`src/rtl/input_buffer_reader.sv`:
```
// input_buffer_reader
//
// Read sequencer placed directly after input_buffer. A start command sweeps a
// contiguous, wrapping address range on the buffer read port. The resulting
// words are streamed out on a valid/ready interface. The buffer has a one-cycle
// registered read latency. A small output FIFO absorbs that latency, and a
// credit check on the read enable keeps the FIFO from overflowing, so
// downstream backpressure never loses or duplicates a word.
//
// Ports:
//   clk          system clock, all state updates on the rising edge
//   rst          synchronous active-high reset
//   start        single-cycle command, accepted only while idle
//   base_addr    first buffer address, sampled when start is accepted
//   length       number of words, sampled when start is accepted (0 is legal)
//   busy         high whenever the sequencer is not idle
//   done         one-cycle pulse when the burst completes
//   buf_rd_en    buffer read enable
//   buf_rd_addr  buffer read address
//   buf_rd_data  buffer read data, valid the cycle after buf_rd_en
//   m_valid      output word valid
//   m_ready      downstream accept
//   m_data       output word
//   m_last       marks the final word of a burst
module input_buffer_reader #(
    parameter int unsigned RD_DATA_WIDTH = 16,
    parameter int unsigned RD_ADDR_WIDTH = 8,
    parameter int unsigned FIFO_DEPTH    = 4
) (
    input  logic                            clk,
    input  logic                            rst,
    input  logic                            start,
    input  logic [RD_ADDR_WIDTH-1:0]        base_addr,
    input  logic [RD_ADDR_WIDTH-1:0]        length,
    output logic                            busy,
    output logic                            done,
    output logic                            buf_rd_en,
    output logic [RD_ADDR_WIDTH-1:0]        buf_rd_addr,
    input  logic signed [RD_DATA_WIDTH-1:0] buf_rd_data,
    output logic                            m_valid,
    input  logic                            m_ready,
    output logic signed [RD_DATA_WIDTH-1:0] m_data,
    output logic                            m_last
);

    localparam int unsigned PtrW = $clog2(FIFO_DEPTH);
    localparam int unsigned CntW = PtrW + 1;

    typedef enum logic [1:0] {StIdle, StIssue, StDrain, StDone} state_e;

    state_e                   state_q, state_d;
    logic [RD_ADDR_WIDTH-1:0] addr_q, addr_d;
    logic [RD_ADDR_WIDTH-1:0] issue_cnt_q, issue_cnt_d;
    // Words still to be handed downstream; the head is the last word when this is 1.
    logic [RD_ADDR_WIDTH-1:0] drain_cnt_q, drain_cnt_d;
    logic                     inflight_q;

    logic signed [RD_DATA_WIDTH-1:0] fifo_mem_q [FIFO_DEPTH];
    logic [PtrW-1:0]                 wr_ptr_q, rd_ptr_q;
    logic [CntW-1:0]                 count_q;
    logic                            fifo_push, fifo_pop, credit_ok;

    // A read issued last cycle still needs a FIFO slot; pops this cycle are not credited.
    assign credit_ok = (count_q + CntW'(inflight_q)) < CntW'(FIFO_DEPTH);
    assign fifo_push = inflight_q;
    assign m_valid   = (count_q != '0);
    assign fifo_pop  = m_valid & m_ready;
    assign m_data    = m_valid ? fifo_mem_q[rd_ptr_q] : '0;
    assign m_last    = m_valid && (drain_cnt_q == RD_ADDR_WIDTH'(1));

    assign busy        = (state_q != StIdle);
    assign done        = (state_q == StDone);
    assign buf_rd_addr = addr_q;

    always_comb begin
        state_d     = state_q;
        addr_d      = addr_q;
        issue_cnt_d = issue_cnt_q;
        drain_cnt_d = drain_cnt_q;
        buf_rd_en   = 1'b0;

        if (fifo_pop) begin
            drain_cnt_d = drain_cnt_q - RD_ADDR_WIDTH'(1);
        end

        unique case (state_q)
            StIdle: begin
                if (start) begin
                    if (length == '0) begin
                        state_d = StDone;
                    end else begin
                        state_d     = StIssue;
                        addr_d      = base_addr;
                        issue_cnt_d = length;
                        drain_cnt_d = length;
                    end
                end
            end
            StIssue: begin
                if (credit_ok) begin
                    buf_rd_en   = 1'b1;
                    addr_d      = addr_q + RD_ADDR_WIDTH'(1);
                    issue_cnt_d = issue_cnt_q - RD_ADDR_WIDTH'(1);
                    if (issue_cnt_q == RD_ADDR_WIDTH'(1)) begin
                        state_d = StDrain;
                    end
                end
            end
            StDrain: begin
                if (fifo_pop && (drain_cnt_q == RD_ADDR_WIDTH'(1))) begin
                    state_d = StDone;
                end
            end
            StDone: begin
                state_d = StIdle;
            end
            default: begin
                state_d = StIdle;
            end
        endcase
    end

    always_ff @(posedge clk) begin
        if (rst) begin
            state_q     <= StIdle;
            addr_q      <= '0;
            issue_cnt_q <= '0;
            drain_cnt_q <= '0;
            inflight_q  <= 1'b0;
            wr_ptr_q    <= '0;
            rd_ptr_q    <= '0;
            count_q     <= '0;
        end else begin
            state_q     <= state_d;
            addr_q      <= addr_d;
            issue_cnt_q <= issue_cnt_d;
            drain_cnt_q <= drain_cnt_d;
            inflight_q  <= buf_rd_en;
            if (fifo_push) begin
                wr_ptr_q <= wr_ptr_q + PtrW'(1);
            end
            if (fifo_pop) begin
                rd_ptr_q <= rd_ptr_q + PtrW'(1);
            end
            count_q <= count_q + CntW'(fifo_push) - CntW'(fifo_pop);
        end
    end

    // Storage only; validity is tracked by the pointers and count above.
    always_ff @(posedge clk) begin
        if (fifo_push) begin
            fifo_mem_q[wr_ptr_q] <= buf_rd_data;
        end
    end

endmodule

```
`config.mk`:
```
export PLATFORM = sky130hd
export DESIGN_NAME = input_buffer_reader
export DESIGN_NICKNAME = d
export VERILOG_FILES = /design/src/rtl/input_buffer_reader.sv
export SDC_FILE = /design/constraint.sdc
export NUM_CORES = 1
export LEC_CHECK = 0
export CORE_MARGIN = 1
export CORE_UTILIZATION = 54
export CTS_CLUSTER_SIZE = 30
export DETAILED_ROUTE_END_ITERATION = 8
export PLACE_DENSITY = 0.83
export SETUP_SLACK_MARGIN = 0.2
export SLEW_MARGIN = 20
export SYNTH_ARGS = -nofsm -noshare
export SYNTH_HDL_FRONTEND = slang
export SYNTH_SLANG_ARGS = --single-unit
```
`constraint.sdc`:
```
create_clock -name clk -period 2.8 [get_ports clk]
set_clock_uncertainty 0.1 [all_clocks]
set_input_delay 0.56 -clock clk [delete_from_list [all_inputs] [get_ports clk]]
set_output_delay 0.56 -clock clk [all_outputs]
set_load 0.03 [all_outputs]
```
==> summary.txt, run 1 <==
Synth
  – Unique masters post-synth: 51
  – Ys flop type: edfxtp_1
  – FF+latch count, synth: 100
  – Post-synth EDFFs: 64
  – Synth warnings: 0
  – FFs w/ async S/R, synth: 0
  – Net Count, Synth: 416
  – Seq/Total Area, Yosys: 0.5758
  – Cell area after synthesis: 4589 um^2
  – Avg Inst Size Synth: 12.68 um^2
  – Synth Instances: 362

Clocking
  – CTS hold repair buffers: 0
  – CTS Root Cell: clkbuf_8
  – CTS Sinks: 100
  – CTS tree: built
  – Reg clk slew, reported paths: 110 ps
  – Clock latency on the worst-skew pair: 360 ps
  – Depth of the CTS H-tree: 3
  – Num CTS Buffers: 9
  – Clock buffer depth: 2

Status
  – Outcome: finished, final reports clean

Floorplanning
  – Initial Util: 0.5586
  – Die area: 8872 um^2
  – IO Pins: 65
  – Die Ht: 94.19 um
  – Chip Width: 94.19 um
  – Row Count: 33
  – Core ar.: 8217 um^2

Drt
  – # DRC: 0
  – DRT Pass-1 Iters: 4
  – DRT antenna net count: 0
  – Routed vias/inst: 5.805
  – Via count: 3158
  – WL final: 9564 um
  – Initial DRC Count: 194
  – Mean routed wirelength per cell: 17.58 um

Timing
  – RSZ-0062 raised after global routing: false
  – TNS Setup: 0 ps
  – Hold Vio Cnt, Final: 0
  – Fmax: 396.4 MHz
  – Max-slew violations: 0
  – Rel. slew slack: 0.3986
  – Final worst path period share: 0.9011
  – Final setup vio count: 0
  – Worst-Margin Slew: 902.0 ps
  – Min Tclk post-route: 2523 ps

Run
  – MaxCap Viol Count: 0

Layout
  – Layout cell share with drive strength beyond 1: 0.1777
  – Nets: 488
  – Design area: 5627 um^2
  – Commonest cells after routing, fill and taps aside: 64 x edfxtp_1, 45 x clkdlybuf4s50_1, 35 x dfxtp_1
  – Layout Cells excl Fill: 544
  – Commonest non-fill, non-tap cell in the layout: edfxtp_1
  – Area grow syn2layout: 22.60%
  – Antenna fix cells: 0

Min path
  – Hold Path Depth: 2
  – HP Class: flip-flop to flip-flop

Placed design
  – Inst Count DP: 526
  – Hpwl dp: 6497 um
  – Number of port buffers: 64
  – DP Area: 5394 um^2
  – Routability Congestion: 0.8902

Setup path
  – End point of the critical path: m_data[15]
  – Arrival @ worst endpoint: 1860 ps
  – Setup crit end kind: output pin
  – Worst R2R End: buf_rd_addr[0]
  – Critical path type: flip-flop to output pin
  – Startpoint Class: flip-flop
  – CP Data Required Time: 2140 ps
  – Reg2Reg Depth: 7
  – R2R Setup Slk: 380 ps
  – Worst reg2reg path startpoint: fifo_push
  – Worst Path Max Fanout: 8

Pwr
  – Peak VDD IR: 611.2 uV
  – Cell area power density: 976.0 nW/um^2
  – Design Power: 5491 uW
  – Pleak: 0.001974 uW

Global routing
  – Global route overflow: 0
  – First-pass GRT wire length: 15360 um
  – GR Util All Layers: 0.2284
  – Pin count of the biggest net entering global routing: 21
  – Vias in the first global route: 3155
  – Initial antenna violation count: 0
## report_power, final
group	internal [uW]	total [uW]	switching, uW
Combinational	1090	2540	1450
Clock	354	897	542
Sequential	1810	2060	242
## worst min path at each step
stage,start,endpoint,slack [ps]
floorplan,state_q[0],state_q[0],370
global placement,buf_rd_addr[7],buf_rd_addr[7],380
detailed placement,buf_rd_addr[7],buf_rd_addr[7],390
CTS,buf_rd_addr[7],buf_rd_addr[7],400
global route,buf_rd_addr[7],buf_rd_addr[7],430
finish,buf_rd_addr[7],buf_rd_addr[7],410
## metal layers
layer  wire length, um  share of wire  up-vias  GRT usage
li1                  -              -     1513          -
met1              4078           0.43     1522     0.2999
met2              4778           0.50      107     0.3762
met3               537          0.056       16    0.04369
met4               169          0.018        0    0.08205
met5                 0              0        -          0
## cell usage after synthesis (2+ instances only)
cell / n / area [um^2]
o21a_1: 2 / 15.01
a31oi_1: 2 / 12.51
nor2_1: 20 / 75.07
or2_2: 4 / 25.02
a31o_2: 3 / 26.28
a21oi_1: 11 / 55.05
and2_1: 5 / 31.28
xor2_1: 5 / 43.79
a211oi_1: 2 / 15.01
mux4_2: 16 / 360.4
dfxtp_1: 36 / 720.7
inv_1: 18 / 67.56
a2bb2oi_1: 2 / 17.52
nor3_1: 4 / 20.02
o31a_1: 2 / 17.52
o31ai_1: 4 / 30.03
nand2b_1: 2 / 12.51
edfxtp_1: 64 / 1922
ha_1: 18 / 225.2
o21ai_0: 11 / 55.05
or3_1: 3 / 18.77
nand2_1: 23 / 86.33
a311oi_1: 3 / 26.28
nand3_1: 12 / 60.06
o32ai_1: 2 / 17.52
nor2b_1: 17 / 106.4
o211ai_1: 3 / 22.52
nor4_1: 9 / 56.30
xnor2_1: 7 / 61.31
o41ai_1: 2 / 17.52
and3_1: 4 / 25.02
clkbuf_1: 11 / 41.29
mux2i_1: 5 / 50.05
o311ai_0: 2 / 17.52
buf_2: 6 / 30.03
a32o_1: 7 / 70.07
## area by class of cell
cell class	instances	area, um^2
Sequential cell	100	2644
Fill cell	583	2590
Multi-Input combinational cell	225	1794
Timing Repair Buffer	80	790.8
Tap cell	105	131.4
Clock buffer	9	123.9
Clock inverter	7	75.07
Inverter	18	67.56
## sequential cells by signal, indices dropped and copies added (netlist names), named ones only
| name | cells |
|---|---|
| fifo_mem_q | 64 |
| buf_rd_addr | 8 |
| drain_cnt_q | 8 |
| issue_cnt_q | 8 |
| count_q | 3 |
| rd_ptr_q | 2 |
| state_q | 2 |
| wr_ptr_q | 2 |
| fifo_push | 1 |
## cell families (layout without fill, tap and decap cells)
group | count (synthesis) | count (layout) | synth area share
AOI/OAI and AO/OA | 65 | 65 | 0.1033
adders and majority gates | 18 | 18 | 0.04907
xor gates and xnor gates | 12 | 12 | 0.02290
and+or+nand+nor | 108 | 108 | 0.1227
buffers and inverters | 37 | 114 | 0.03435
muxes | 22 | 22 | 0.09188
DFF | 100 | 100 | 0.5758
## timing repair
action                     4_1_cts  5_1_grt
setup buffers                    0        1
resized for setup               48        6
cloned                           0        1
setup endpoints to repair       19        9
hold endpoints to repair         0        0
## metrics by stage
stage                     worst slack [ps]  hold slack [ps]    util
final                                277.0            405.3  0.6848
after global routing                 211.9            425.2  0.6848
after CTS                            157.0            402.6  0.6822
after detailed placement             159.9            387.2  0.6565
after global placement               234.2            376.0  0.6565
after floorplan                      549.3            368.8       -
## critical path: stages (launching register included)
cell             delay [ps]
dfxtp_2                 400
clkbuf_16               190
mux4_2                  490
nor2b_1                 140
clkdlybuf4s15_2         280
Power figures use the tool's default switching activity.
==> inputs of run 2 (changes only) <==
--- a/config.mk
+++ b/config.mk
@@ -6,10 +6,10 @@
 export NUM_CORES = 1
 export LEC_CHECK = 0
 export CORE_MARGIN = 1
-export CORE_UTILIZATION = 54
+export CORE_UTILIZATION = 45
 export CTS_CLUSTER_SIZE = 30
 export DETAILED_ROUTE_END_ITERATION = 8
-export PLACE_DENSITY = 0.83
+export PLACE_DENSITY = 0.72
 export SETUP_SLACK_MARGIN = 0.2
 export SLEW_MARGIN = 20
 export SYNTH_ARGS = -nofsm -noshare
==> run 2 against run 1 <==
Against the previous run: sequential power hardly changed; critical path depth stayed put; largest power group unchanged; first-iteration DRC count is 18% lower; hold slack worse by 8.4 ps.
==> summary.txt, run 2 (synthesis results as in run 1) <==
Layout
  – Layout cell share with drive strength beyond 1: 0.1583 (-0.01942)
  – Commonest cells after routing, fill and taps aside: 64 x edfxtp_1, 45 x clkdlybuf4s50_1, 36 x dfxtp_1
  – Number of flip-flops in the largest register: 64 (unchanged)
  – Commonest non-fill, non-tap cell in the layout: edfxtp_1
  – Filler cell count: 869 (+49%)
  – Register Area: 2643 um^2 (about the same)
  – Area occupied by multi-input gates: 1794 um^2 (unchanged)
  – Nets: 485 (-0.61%)
  – Area grow syn2layout: 20.47%
  – Biggest register: fifo_mem_q
  – Layout Cells excl Fill: 569 (+4.6%)
  – Antenna fix cells: 0 (unchanged)

Timing
  – Final setup vio count: 0 (unchanged)
  – Min Tclk post-route: 2597 ps (+73.58 ps)
  – Final worst path period share: 0.9273 (+0.02628)
  – TNS Setup: 0 ps (unchanged)
  – Worst-Margin Slew: 894.9 ps (-7.085 ps)
  – Rel. slew slack: 0.4034 (+0.004724)
  – Worst hold slack: 396.9 ps (-8.436 ps)
  – Max-slew violations: 0 (unchanged)
  – Fmax: 385.1 MHz (-2.8%)
  – Hold Vio Cnt, Final: 0 (unchanged)
  – RSZ-0062 raised after global routing: true

Setup path
  – R2R Setup Slk: 370 ps (about the same)
  – Worst R2R End: buf_rd_addr[7]
  – CP Data Required Time: 2140 ps (about the same)
  – Worst Path Max Fanout: 10 (+2)
  – Worst reg2reg path startpoint: fifo_push
  – Setup crit end kind: output pin
  – Critical path type: flip-flop to output pin
  – Reg2Reg Depth: 7 (unchanged)
  – Startpoint Class: flip-flop
  – Arrival @ worst endpoint: 1940 ps (+80 ps)

Global routing
  – Vias in the first global route: 2987 (-5.3%)
  – First-pass GRT wire length: 15220 um (-0.90%)
  – Initial antenna violation count: 0 (unchanged)
  – Global route overflow: 0 (unchanged)
  – Pin count of the biggest net entering global routing: 23 (+9.5%)
  – GR Util All Layers: 0.1904 (-0.03802)

Floorplanning
  – Initial Util: 0.4674 (-0.09117)
  – Row Count: 36 (+9.1%)
  – IO Pins: 65 (unchanged)
  – Core ar.: 9819 um^2 (+20%)
  – Chip Width: 103.0 um (+9.3%)
  – Die area: 10610 um^2 (+20%)
  – Die Ht: 103.0 um (+9.3%)

Placed design
  – Routability Congestion: 0.8631 (-3.0%)
  – Number of port buffers: 64 (unchanged)
  – Hpwl dp: 6516 um (+0.29%)
  – Inst Count DP: 553 (+5.1%)

Pwr
  – Peak VDD IR: 528.0 uV (-14%)
  – Pleak: 0.001971 uW (-0.15%)
  – Cell area power density: 964.6 nW/um^2 (-1.2%)

Drt
  – # DRC: 0 (unchanged)
  – Via count: 3158 (unchanged)
  – Mean routed wirelength per cell: 16.66 um (-5.2%)
  – Initial DRC Count: 160 (-18%)
  – Routed vias/inst: 5.550 (-4.4%)
  – WL final: 9482 um (-0.86%)
  – DRT antenna net count: 0 (unchanged)
  – DRT Pass-1 Iters: 4 (unchanged)

Clocking
  – Reg clk slew, reported paths: 100 ps (about the same)
  – CTS Root Cell: clkbuf_8
  – CTS Sinks: 100 (unchanged)
  – Depth of the CTS H-tree: 3 (unchanged)
  – Clock latency on the worst-skew pair: 350 ps (about the same)
  – Post-CTS setup repair buffer count: 0 (unchanged)
  – CTS tree: built
  – Clock buffer depth: 2 (unchanged)
  – Num CTS Buffers: 9 (unchanged)
  – CTS hold repair buffers: 0 (unchanged)

Status
  – Outcome: finished, final reports clean

Min path
  – HP Class: flip-flop to flip-flop
  – Hold Path Sink: buf_rd_addr[7]
  – Worst hold start: buf_rd_addr[7]
  – Hold Path Depth: 2 (unchanged)

Run
  – MaxCap Viol Count: 0 (unchanged)
run 2: changes by cell type in the layout (fill, tap and decap cells not counted), sizes merged:
cell / before / now
clkdlybuf4s15: 14 / 0
clkbuf: 13 / 23
dlygate4sd2: 2 / 5
buf: 15 / 13
dlymetal6s2s: 0 / 1
inv: 22 / 21
run 2: per-stage QoR:
step / setup slack (ps) / total power [uW] / instance area (um^2) / utilization
finish: 203.5 / 5334 / 5529 / 0.5631
detailed placement: 291.8 / 4639 / 5409 / 0.5508
CTS: 140.1 / 5386 / 5569 / 0.5672
floorplan: 549.3 / 3754 / 4589 / -
global route: 136.5 / 5660 / 5529 / 0.5631
global placement: 321.0 / 4584 / 5409 / 0.5508
run 2: per-layer routing:
layer	GRT usage	part of all wire
met2	0.3138	0.48
met5	0	0
met4	0.05742	0.015
met3	0.03186	0.051
met1	0.2594	0.45
run 2: worst max path at each step:
stage	from	endpoint	slack (ps)
floorplan	flip-flop	m_data[10]	550
global route	flip-flop	m_data[8]	140
finish	flip-flop	m_data[8]	200
detailed placement	flip-flop	m_data[8]	290
CTS	flip-flop	m_data[8]	140
global placement	flip-flop	m_data[13]	320
run 2: final cells by class:
cell class,count,area share
inverters,18,0.01222
flip-flops and latches,100,0.4779
repair buffers,77,0.1224
clock buffers,10,0.02308
well taps,133,0.03010
clock inverters,6,0.009731
multi-input cells,225,0.3245
run 2: where the power goes:
part | switching, uW | internal [uW]
clock network | 526 | 340
registers | 234 | 1810
logic | 1430 | 994
total | 2190 | 3150
run 2: repair_timing:
item | CTS | global route
resized for setup | 19 | 28
endpoints found under the setup margin | 18 | 15
endpoints found under the hold margin | 0 | 0
pin swaps | 0 | 0
run 2: critical path: stages, from the launching register on:
cell           delay (ps)
dfxtp_1               370
buf_8                 170
mux4_2                520
nor2b_1               150
dlygate4sd2_1         360
